## src/rtl/arm_pkg.sv

```systemverilog
// Shared pipeline definitions used by the write-back stage.
package arm_pkg;

  typedef enum logic [1:0] {
    IDLE = 2'd0,
    WB   = 2'd1,
    WAIT = 2'd2
  } wb_state_t;

  // Register index of the program counter; it is never written by write-back.
  localparam int PC_IDX = 15;

endpackage

```

## src/rtl/wb_ret_counter.sv

```systemverilog
// Retired-instruction counter: counts enable pulses, wraps at 2^DATA_W.
module wb_ret_counter #(
  parameter int DATA_W = 32
) (
  input  logic              clk,
  input  logic              rst,
  input  logic              en_i,
  output logic [DATA_W-1:0] count_o
);

  logic [DATA_W-1:0] cnt_q;

  // Count one per enabled cycle; natural overflow gives the wrap to zero.
  always_ff @(posedge clk or posedge rst) begin
    if (rst) begin
      cnt_q <= '0;
    end else if (en_i) begin
      cnt_q <= cnt_q + DATA_W'(1);
    end
  end

  assign count_o = cnt_q;

endmodule

```

## src/rtl/wb_stage.sv

```systemverilog
// Write-back stage: captures instructions from MEM, waits for outstanding
// load data, and drives the register-file write port and retire count.
module wb_stage #(
  parameter int DATA_W = 32,
  parameter int REG_AW = 4
) (
  input  logic              clk,
  input  logic              rst,
  input  logic              valid_in,
  input  logic              freeze,
  input  logic              wb_en_in,
  input  logic              mem_r_in,
  input  logic [REG_AW-1:0] dst_in,
  input  logic [DATA_W-1:0] alu_res,
  input  logic [DATA_W-1:0] mem_data,
  input  logic              mem_rdy,
  output logic              wb_en,
  output logic [REG_AW-1:0] wb_dst,
  output logic [DATA_W-1:0] wb_val,
  output logic              stall_out,
  output logic              pend_ld,
  output logic [REG_AW-1:0] pend_dst,
  output logic [DATA_W-1:0] retired
);

  import arm_pkg::*;

  wb_state_t         state_q, state_d;
  logic              wen_q, wen_d;
  logic [REG_AW-1:0] dst_q, dst_d;
  logic [DATA_W-1:0] val_q, val_d;
  logic              ret_en;

  // State and captured-instruction registers; reset abandons any pending load.
  always_ff @(posedge clk or posedge rst) begin
    if (rst) begin
      state_q <= IDLE;
      wen_q   <= 1'b0;
      dst_q   <= '0;
      val_q   <= '0;
    end else begin
      state_q <= state_d;
      wen_q   <= wen_d;
      dst_q   <= dst_d;
      val_q   <= val_d;
    end
  end

  // Next-state: capture from MEM in IDLE/WB, hold in WAIT until load data returns.
  always_comb begin
    state_d = state_q;
    wen_d   = wen_q;
    dst_d   = dst_q;
    val_d   = val_q;
    ret_en  = 1'b0;
    case (state_q)
      WAIT: begin
        // MEM-side inputs are ignored here; only the returning data matters.
        if (mem_rdy) begin
          state_d = WB;
          val_d   = mem_data;
          ret_en  = 1'b1;
        end
      end
      default: begin
        if (valid_in && !freeze) begin
          wen_d = wb_en_in;
          dst_d = dst_in;
          if (mem_r_in && !mem_rdy) begin
            state_d = WAIT;
          end else begin
            state_d = WB;
            val_d   = mem_r_in ? mem_data : alu_res;
            ret_en  = 1'b1;
          end
        end else begin
          state_d = IDLE;
        end
      end
    endcase
  end

  wb_ret_counter #(
    .DATA_W (DATA_W)
  ) u_ret (
    .clk     (clk),
    .rst     (rst),
    .en_i    (ret_en),
    .count_o (retired)
  );

  assign wb_en     = (state_q == WB) && wen_q && (dst_q != REG_AW'(PC_IDX));
  assign wb_dst    = dst_q;
  assign wb_val    = val_q;
  assign stall_out = (state_q == WAIT);
  assign pend_ld   = (state_q == WAIT);
  assign pend_dst  = (state_q == WAIT) ? dst_q : '0;

endmodule

```

## config.mk

```make
export PLATFORM = sky130hd
export DESIGN_NAME = wb_stage
export DESIGN_NICKNAME = d
export VERILOG_FILES = /design/src/rtl/arm_pkg.sv /design/src/rtl/wb_ret_counter.sv /design/src/rtl/wb_stage.sv
export SDC_FILE = /design/constraint.sdc
export NUM_CORES = 1
export LEC_CHECK = 0
export CAP_MARGIN = 20
export CORE_MARGIN = 3
export CORE_UTILIZATION = 44
export CTS_BUF_LIST = sky130_fd_sc_hd__clkbuf_4 sky130_fd_sc_hd__clkbuf_8 sky130_fd_sc_hd__clkbuf_16
export DETAILED_ROUTE_END_ITERATION = 7
export PLACE_DENSITY = 0.82
export SKIP_CTS_REPAIR_TIMING = 1
export SLEW_MARGIN = 20
export SYNTH_ARGS = -nofsm -noshare
export SYNTH_HDL_FRONTEND = slang
export SYNTH_SLANG_ARGS = --single-unit
```

## constraint.sdc

```tcl
create_clock -name clk -period 4 [get_ports clk]
set_input_delay 0.4 -clock clk [delete_from_list [all_inputs] [get_ports clk]]
set_output_delay 0.4 -clock clk [all_outputs]
set_load 0.1 [all_outputs]
```

==> results of run 1 <==
## registers in the layout, summed over array words and instances (netlist names)
register,cells
wb_val,32
wen_q,1
u_ret.count_o,32
state_q,2
wb_dst,4
## cell families (layout without fill, tap and decap cells)
logic type	Yosys count	in the layout
fa+ha+maj	1	1
buf+inv	13	168
compound gates	36	36
flops	71	71
xor+xnor	31	31
mux	38	38
simple gates	97	97
## worst max-delay path, cell delays in order (launching register included)
cell             delay (ns)
dfrtp_1                0.37
nor2b_1                0.68
clkdlybuf4s50_1        1.30
## routing by layer
layer	share of wire (%)	track usage [%]	vias to the layer above	routed length (um)
li1	-	-	1292	-
met2	52	32.9	92	4120
met1	39	23.4	1291	3110
met4	1.2	7.79	0	94
met3	7.1	5.14	11	560
met5	0	0	-	0
## where the power goes
part / switching [mW] / internal (mW) / total [mW] / leakage, nW
logic: 0.949 / 0.321 / 1.27 / 1.13
registers: 0.0865 / 0.822 / 0.908 / 0.875
clock network: 0.240 / 0.266 / 0.506 / 0.0942
total: 1.28 / 1.41 / 2.68 / 2.10
## final timing paths
path	from	to	slack [ns]
worst max register to register	state_q[0]	wb_val[3]	1.43
worst min register to register	u_ret.count_o[31]	u_ret.count_o[31]	0.47
worst max-delay path	state_q[0]	pend_ld	0.91
max in group asynchronous	rst	wb_val[27]	2.56
min in group asynchronous	rst	u_ret.count_o[16]	0.50
worst min-delay path	u_ret.count_o[31]	u_ret.count_o[31]	0.47
## layout by cell type, fill, tap and decap left out, drive strengths merged
| master | count |
|---|---|
| clkdlybuf4s50 | 145 |
| dfrtp | 71 |
| nor2 | 40 |
| a21oi | 33 |
| mux2i | 32 |
| xnor2 | 27 |
| clkbuf | 14 |
| nand3 | 13 |
| nand2 | 12 |
| nand4 | 9 |
| and2 | 7 |
| buf | 7 |
| mux2 | 6 |
| xor2 | 4 |
| and4 | 4 |
| nor2b | 3 |
| and3 | 3 |
| nor3 | 3 |
| o21ba | 1 |
| o2111ai | 1 |
| o21ai | 1 |
| nor4 | 1 |
| or4 | 1 |
| and4b | 1 |
| inv | 1 |
| ha | 1 |
| clkinv | 1 |
## final cells by class
cell class	instances	area share (%)
clock buffer	14	3.36
timing repair buffer	152	30.5
inverter	1	0.0752
clock inverter	1	0.100
tap	96	2.41
multi-input combinational	203	27.9
sequential	71	35.6
## stage by stage
step,utilization (%),std cells
after CTS,71.5,537
after detailed placement,69.0,522
after floorplan,-,287
after global placement,69.0,522
final,71.9,538
after global routing,71.9,538
==> summary.md, run 1 <==
| Metric | Value |
|---|---|
| Status | `finished clean` |
| Overall power | `2.68 mW` |
| Post-Syn Instances | `287` |
| Largest net degree at the start of global routing | `39` |
| PwrDens | `538 nW/um2` |
| Place WS | `1.27 ns` |
| Max-cap viol count | `0` |
| Final Hold Fails | `0` |
| Synth area leader | `dfrtp_1` |
| Diodes inserted | `0` |
| Period utilization | `77.3%` |
| Async S/R FF share, synth | `100%` |
| Initial Utilization | `around 46%` |
| Mapped Area | `3220 um2` |
| Placed cell areas | `4790 um2` |
| Reg area | `roughly 1800 um2` |
| Skew final | `a little over 0.008 ns` |
| Starting DRC count in detailed routing | `67` |
| Critical path peak fanout | `13` |
| Worst-skew pair later-pin latency | `0.33 ns` |
| Multi-input gate area | `1390 um2` |
| Port bufs | `around 150` |
| Compound-cell area share of the yosys netlist | `6.07%` |
| Fmax | `324 MHz` |
| Die width | `91.5 um` |
| Drt total wl | `7880 um` |
| Post-Synth Adder-Cell Area | `0.389%` |
| Synthesized flop and latch total | `around 70` |
| Fin area | `4990 um2` |
| Reg2Reg Depth | `6` |
| CTS tree | `done` |
| CTS Sinks | `71` |
| Drt first pass iters | `4` |
| # rows | `30` |
| EDFF count, synth | `0` |
| Post-synth cell types | `30` |
| Ys Warns | `0` |
| Final ANT Viol Nets | `0` |
| Predominant post-synthesis flop cell | `dfrtp_1` |
| Detailed-placement wirelength estimate | `6080 um` |
| CP endpoint kind | `output port` |
| Largest family of logic cells by synthesized area | `simple AND/OR/NAND/NOR gates` |
| Mux share of post-synthesis cell area | `12.1%` |
| DR vias/cell | `4.99` |
| Setup WS post-layout | `0.910 ns` |
| Die Span Y | `91.5 um` |
| Min-delay worst type | `reg2reg` |
| # setup viols final | `0` |
| Nets | `approximately 510` |
| Grt ovf | `0` |
| CORE AREA | `6940 um2` |
| Fraction of layout cells with a size suffix above 1 | `between 8 and 9%` |
| Num CTS Buffers | `9` |
| Worst-margin pin slew | `1.02 ns` |
| Initial antenna violation count | `0` |
| Top-count cell post-synth | `dfrtp_1` |
| Worst setup SP type | `flop` |
| Pleak | `2.10 nW` |
| Routability cong. | `0.853` |
| CTS max path bufs | `2` |
| Number of global-route vias before repair | `2744` |
| Slew Limit Headroom | `31.7%` |
| Hold slack final | `about 0.47 ns` |
| Clock transition at path regs | `~0.070 ns` |
| Area Growth Syn to Fin | `55.2%` |
| Worst Hold Depth | `1` |
| Post-route minimum period | `3.09 ns` |
| RSZ-0062 raised after global routing | `no` |
| IO Count | `150` |
| Register area share after synthesis | `55.3%` |
| DRC viols | `0` |
| Filler instances | `500` |
| Wire per inst | `14.7 um` |
| Synth Area in Simple Gates | `15.9%` |
| Max VDD drop | `337 uV` |
| Post-synth top cells | `71 x dfrtp_1, 40 x nor2_1, 33 x a21oi_1` |
| H-tree levels | `3` |
| Top cells by area, synth | `dfrtp_1 55%, mux2i_1 10%, xnor2_1 7.4%, a21oi_1 5.1%, nor2_1 4.7%` |
| Root Buffer | `clkbuf_8` |
| Syn nets | `approximately 360` |
| Arrival time worst endpoint | `2.69 ns` |
| Critical path class | `reg2out` |
| XOR/XNOR share of the synthesized area | `8.44%` |
| Setup_tns | `0 ns` |
| Syn avg cell area | `11.2 um2` |
| Worst Path Required | `3.60 ns` |
| Die Area | `8370 um2` |
| First-pass GRT wire length | `13000 um` |
| Via Count | `2686` |
| Top-area cell type share of the netlist area | `55.3%` |
| Max-slew violation count | `0` |
| GRT Overall Usage | `19.4%` |
Note: power is estimated with default switching activity, not from simulation.
==> inputs of run 2 (changes only) <==
--- a/config.mk
+++ b/config.mk
@@ -7,10 +7,10 @@
 export LEC_CHECK = 0
 export CAP_MARGIN = 20
 export CORE_MARGIN = 3
-export CORE_UTILIZATION = 44
+export CORE_UTILIZATION = 41
 export CTS_BUF_LIST = sky130_fd_sc_hd__clkbuf_4 sky130_fd_sc_hd__clkbuf_8 sky130_fd_sc_hd__clkbuf_16
 export DETAILED_ROUTE_END_ITERATION = 7
-export PLACE_DENSITY = 0.82
+export PLACE_DENSITY = 0.77
 export SKIP_CTS_REPAIR_TIMING = 1
 export SLEW_MARGIN = 20
 export SYNTH_ARGS = -nofsm -noshare
==> constraint.sdc (replaced) <==
create_clock -name clk -period 2.9 [get_ports clk]
set_input_delay 0.29 -clock clk [delete_from_list [all_inputs] [get_ports clk]]
set_output_delay 0.29 -clock clk [all_outputs]
set_load 0.1 [all_outputs]
==> run 2 against run 1 <==
Against the previous run: sequential power increased by 38%; first-iteration DRC count shrank 45%; setup slack lost 0.0094 ns; clock skew hardly changed; highest routed layer unchanged; combinational power up 34%.
==> summary.md, run 2 (synthesis results as in run 1) <==
| Metric | Value |
|---|---|
| Fin area | `4870 um2` |
| DR vias/cell | `4.89` |
| Grt ovf | `0` |
| PwrDens | `775 nW/um2` |
| Skew final | `between 0.008 and 0.009 ns` |
| CP startpoint | `u_ret.count_o[4]` |
| Worst Path Required | `3.12 ns` |
| R2r setup slk | `0.90 ns` |
| Pleak | `2.20 nW` |
| Post-Route Utilization | `65.4%` |
| Nets | `515` |
| Initial Utilization | `43.2%` |
| RSZ-0062 raised after global routing | `no` |
| Worst-skew pair later-pin latency | `0.33 ns` |
| Max-cap viol count | `0` |
| Status | `finished clean` |
| CTS Sinks | `71` |
| Via Count | `2654` |
| CTS tree | `done` |
| CP endpoint kind | `flop` |
| Critical path class | `reg2reg` |
| Max-slew violation count | `0` |
| First-pass GRT wire length | `12800 um` |
| Die width | `94.6 um` |
| Place WS | `0.719 ns` |
| Commonest non-fill, non-tap cell in the layout | `buf_4` |
| Fraction of layout cells with a size suffix above 1 | `25.2%` |
| Period utilization | `69.0%` |
| GRT Overall Usage | `roughly 18%` |
| Worst setup SP type | `flop` |
| Post-route minimum period | `roughly 2 ns` |
| Max VDD drop | `343 uV` |
| DRC viols | `0` |
| Setup crit end | `u_ret.count_o[21]` |
| CTS max path bufs | `2` |
| Slew Limit Headroom | `51.6%` |
| Arrival time worst endpoint | `roughly 2.2 ns` |
| Die Area | `8940 um2` |
| Critical path peak fanout | `7` |
| Die Span Y | `94.6 um` |
| Diodes inserted | `0` |
| Min-delay worst type | `in2async` |
| Number of global-route vias before repair | `about 2700` |
| Area Growth Syn to Fin | `51.4%` |
| Root Buffer | `clkbuf_8` |
| Setup_tns | `0 ns` |
| Detailed-placement wirelength estimate | `5950 um` |
| Drt total wl | `8030 um` |
| Worst R2R Start | `u_ret.count_o[4]` |
| Routability cong. | `~0.78` |
| Worst R2R End | `u_ret.count_o[21]` |
| Final ANT Viol Nets | `0` |
| # setup viols final | `0` |
| Initial antenna violation count | `0` |
| Largest net degree at the start of global routing | `70` |
| Setup WS post-layout | `0.900 ns` |
| Num CTS Buffers | `9` |
| Port bufs | `149` |
| Placed cell areas | `4660 um2` |
| Worst-margin pin slew | `between 0.7 and 0.8 ns` |
| Wire per inst | `14.8 um` |
| Drt first pass iters | `4` |
| Most frequent cells in the layout | `77 x buf_4, 74 x clkdlybuf4s50_1, 71 x dfrtp_1` |
| Reg2Reg Depth | `5` |
| H-tree levels | `3` |
| Fmax | `500 MHz` |
| Clock transition at path regs | `0.07 ns` |
| Final Hold Fails | `0` |
| IO Count | `150` |
| Starting DRC count in detailed routing | `37` |
| # rows | `31` |
| CORE AREA | `between 7000 and 8000 um2` |
==> run 2: changes by cell type in the layout (fill, tap and decap cells not counted) <==
cell             change
bufinv_16            +1
clkbuf_4             -3
clkinvlp_4           +2
buf_4               +71
clkdlybuf4s50_1     -71
clkinv_2             -1
clkinv_4             +1
clkbuf_8             +1
buf_12               +2
buf_16               -1
==> run 2: power breakdown <==
part	total (mW)	leakage [nW]	switching (mW)	internal, mW
Clock	0.822	0.102	0.366	0.456
Sequential	1.25	0.875	0.118	1.13
Combinational	1.70	1.23	1.31	0.394
Total	3.77	2.20	1.79	1.98
==> run 2: how the worst min path moves through the flow <==
stage	slack (ns)	startpoint	cells past startpoint	to
after floorplan	0.36	mem_rdy	1	state_q[1]
after global placement	0.46	u_ret.count_o[31]	1	u_ret.count_o[31]
after detailed placement	0.47	u_ret.count_o[31]	1	u_ret.count_o[31]
after CTS	0.42	rst	2	wb_val[25]
after global routing	0.47	rst	2	u_ret.count_o[26]
final	0.41	rst	2	u_ret.count_o[22]
==> run 2: through the flow <==
step	hold slack (ns)	instances	power, mW
floorplan	0.356	287	2.54
global placement	0.462	527	2.96
detailed placement	0.465	527	2.98
CTS	0.421	543	3.81
global route	0.472	543	3.92
finish	0.406	543	3.77
==> run 2: layer usage <==
metal  GRT usage (%)  wire, um  vias to the layer above  part of all wire [%]
li1                -         -                     1302                     -
met1            22.0      3320                     1254                    41
met2            30.9      4000                       90                    50
met3            5.26       620                        8                   7.7
met4            6.01        98                        0                   1.2
met5               0         0                        -                     0
==> run 2: critical path, cell delays in order, from the launching register on <==
cell and delay [ns]:
dfrtp_1 0.48, nand4_2 0.19, or4_4 0.62, nor3_4 0.30, nand4_1 0.16, xnor2_1 0.14
==> run 2: final cells by class <==
class | count | area [um2]
clock buffers | 12 | 159
clock inverters | 4 | 53.8
fillers | 631 | 2580
inverters | 1 | 3.75
multi-input cells | 203 | 1390
flip-flops and latches | 71 | 1780
well taps | 99 | 124
repair buffers | 153 | 1360
==> inputs of run 3 (changes only) <==
==> constraint.sdc (replaced) <==
create_clock -name clk -period 1.95 [get_ports clk]
set_input_delay 0.195 -clock clk [delete_from_list [all_inputs] [get_ports clk]]
set_output_delay 0.195 -clock clk [all_outputs]
set_load 0.1 [all_outputs]
==> run 3 against run 2 <==
Against the previous run: sequential power is 50% higher; global-route usage is 1.0 points higher; wire length is 3.7% higher; cell count is 2.4% higher; highest routed layer unchanged; hold slack worse by 0.14 ns; critical endpoint unchanged; fmax is 7.2% higher.
==> summary.md, run 3 (synthesis results as in run 1) <==
| Metric | Value |
|---|---|
| M3 GR Usage | `7.25%` |
| Worst R2R End | `u_ret.count_o[21]` |
| CORE AREA | `between 7000 and 8000 um2` |
| Number of global-route vias before repair | `2760` |
| Max VDD drop | `612 uV` |
| Port bufs | `149` |
| Nets | `528` |
| Most frequent cells in the layout | `80 x buf_4, 74 x clkdlybuf4s50_1, 53 x dfrtp_1` |
| Worst setup SP type | `flop` |
| Fin area | `5140 um2` |
| CTS max path bufs | `2` |
| Via Count | `2791` |
| Global Route met2 Usage | `30.8%` |
| Placed cell areas | `4860 um2` |
| IO Count | `150` |
| # rows | `31` |
| CTS Sinks | `approximately 70` |
| Busiest grt layer | `met2` |
| Area Growth Syn to Fin | `59.8%` |
| Overall power | `between 5 and 6 mW` |
| Met1 usage | `a little under a quarter` |
| GRT Overall Usage | `between 10% and 20%` |
| Root Buffer | `clkbuf_8` |
| Delay-heaviest family, CP | `simple AND/OR/NAND/NOR gates` |
| Critical path class | `reg2reg` |
| Grt ovf | `0` |
| Initial antenna violation count | `0` |
| CTS tree | `done` |
| Arrival time worst endpoint | `around 2.1 ns` |
| First-pass GRT wire length | `13200 um` |
| Worst R2R Start | `u_ret.count_o[11]` |
| # setup viols final | `0` |
| Starting DRC count in detailed routing | `97` |
| Initial Utilization | `43.2%` |
| Drt total wl | `about 8300 um` |
| PwrDens | `between 1000 and 1500 nW/um2` |
| Period utilization | `roughly 96%` |
| DRC viols | `0` |
| Reg2Reg Depth | `5` |
| Worst path slowest cell | `or4_4` |
| Max-slew violation count | `0` |
| Slew Limit Headroom | `between 60 and 70%` |
| Worst-margin pin slew | `between 0.5 and 0.6 ns` |
| Worst-skew pair later-pin latency | `0.34 ns` |
| Clock transition at path regs | `0.08 ns` |
| Crit path buffers/inverters | `0` |
| Diodes inserted | `0` |
| Die Area | `8940 um2` |
| Num CTS Buffers | `9` |
| Critical path peak fanout | `7` |
| Final ANT Viol Nets | `0` |
| Largest net degree at the start of global routing | `48` |
| Status | `finished clean` |
| Die width | `94.6 um` |
| Post-route minimum period | `1.87 ns` |
| Min-delay worst type | `in2async` |
| Worst Path Required | `about 2.2 ns` |
| Drt first pass iters | `4` |
| Detailed-placement wirelength estimate | `6420 um` |
| Pleak | `between 2 and 2.5 nW` |
| Fmax | `approximately 540 MHz` |
| CP endpoint kind | `flop` |
| CP cell instances | `nand3_1 > or4_4 > nor3_4 > nand4_1 > xnor2_1` |
| H-tree levels | `3` |
| DR vias/cell | `5.02` |
| Skew final | `0.00753 ns` |
| Commonest non-fill, non-tap cell in the layout | `buf_4` |
| Routability cong. | `0.760` |
| Fraction of layout cells with a size suffix above 1 | `32.4%` |
| Wire per inst | `approximately 15 um` |
| Die Span Y | `94.6 um` |
| Final Hold Fails | `0` |
| R2r setup slk | `0.08 ns` |
| CP max stage delay | `0.58 ns` |
| Max-cap viol count | `0` |
## run 3: where the power goes
group | leakage (nW) | internal [mW] | total, mW | switching, mW
Sequential | 0.848 | 1.70 | 1.88 | 0.185
Combinational | 1.33 | 0.640 | 2.61 | 1.97
Clock | 0.101 | 0.695 | 1.24 | 0.542
Total | 2.28 | 3.03 | 5.73 | 2.70
## run 3: tightest hold or removal path: stages
cell             delay (ns)
clkdlybuf4s50_1        0.45
clkinvlp_4             0.13
buf_12                 0.19
## run 3: worst max-delay path by stage
stage,from,to,slack [ns],depth (start not counted)
after floorplan,u_ret.count_o[5],u_ret.count_o[21],-0.22,5
after global routing,u_ret.count_o[11],u_ret.count_o[21],-0.02,5
after global placement,valid_in,u_ret.count_o[24],-0.0002,6
after detailed placement,valid_in,u_ret.count_o[28],-0.03,6
after CTS,u_ret.count_o[5],u_ret.count_o[21],0.09,5
final,u_ret.count_o[11],u_ret.count_o[21],0.08,5
## run 3: metal layers
metal,vias up,wire (um)
met5,-,0
met4,0,186
met3,19,796
met2,116,4030
met1,1331,3320
li1,1325,-
## run 3: cell type report
class                           count  area, um2
Clock inverter                      4       52.6
Fill cell                         562       2310
Clock buffer                       12        165
Sequential cell                    71       1800
Timing Repair Buffer              166       1580
Inverter                            1       7.51
Tap cell                           99        124
Multi-Input combinational cell    203       1410
## run 3: through the flow
stage | util [%] | TNS (ns) | instances | worst slack [ns] | hold slack (ns)
3_3_place_gp | 65.3 | -0.000176 | 532 | -0.000176 | 0.465
3_5_place_dp | 65.3 | -0.112 | 532 | -0.0314 | 0.472
2_1_floorplan | - | -2.36 | 287 | -0.222 | 0.261
5_1_grt | 69.0 | -0.0355 | 556 | -0.0203 | 0.277
6_report | 69.0 | 0 | 556 | 0.0846 | 0.269
4_1_cts | 68.2 | 0 | 548 | 0.0870 | 0.261
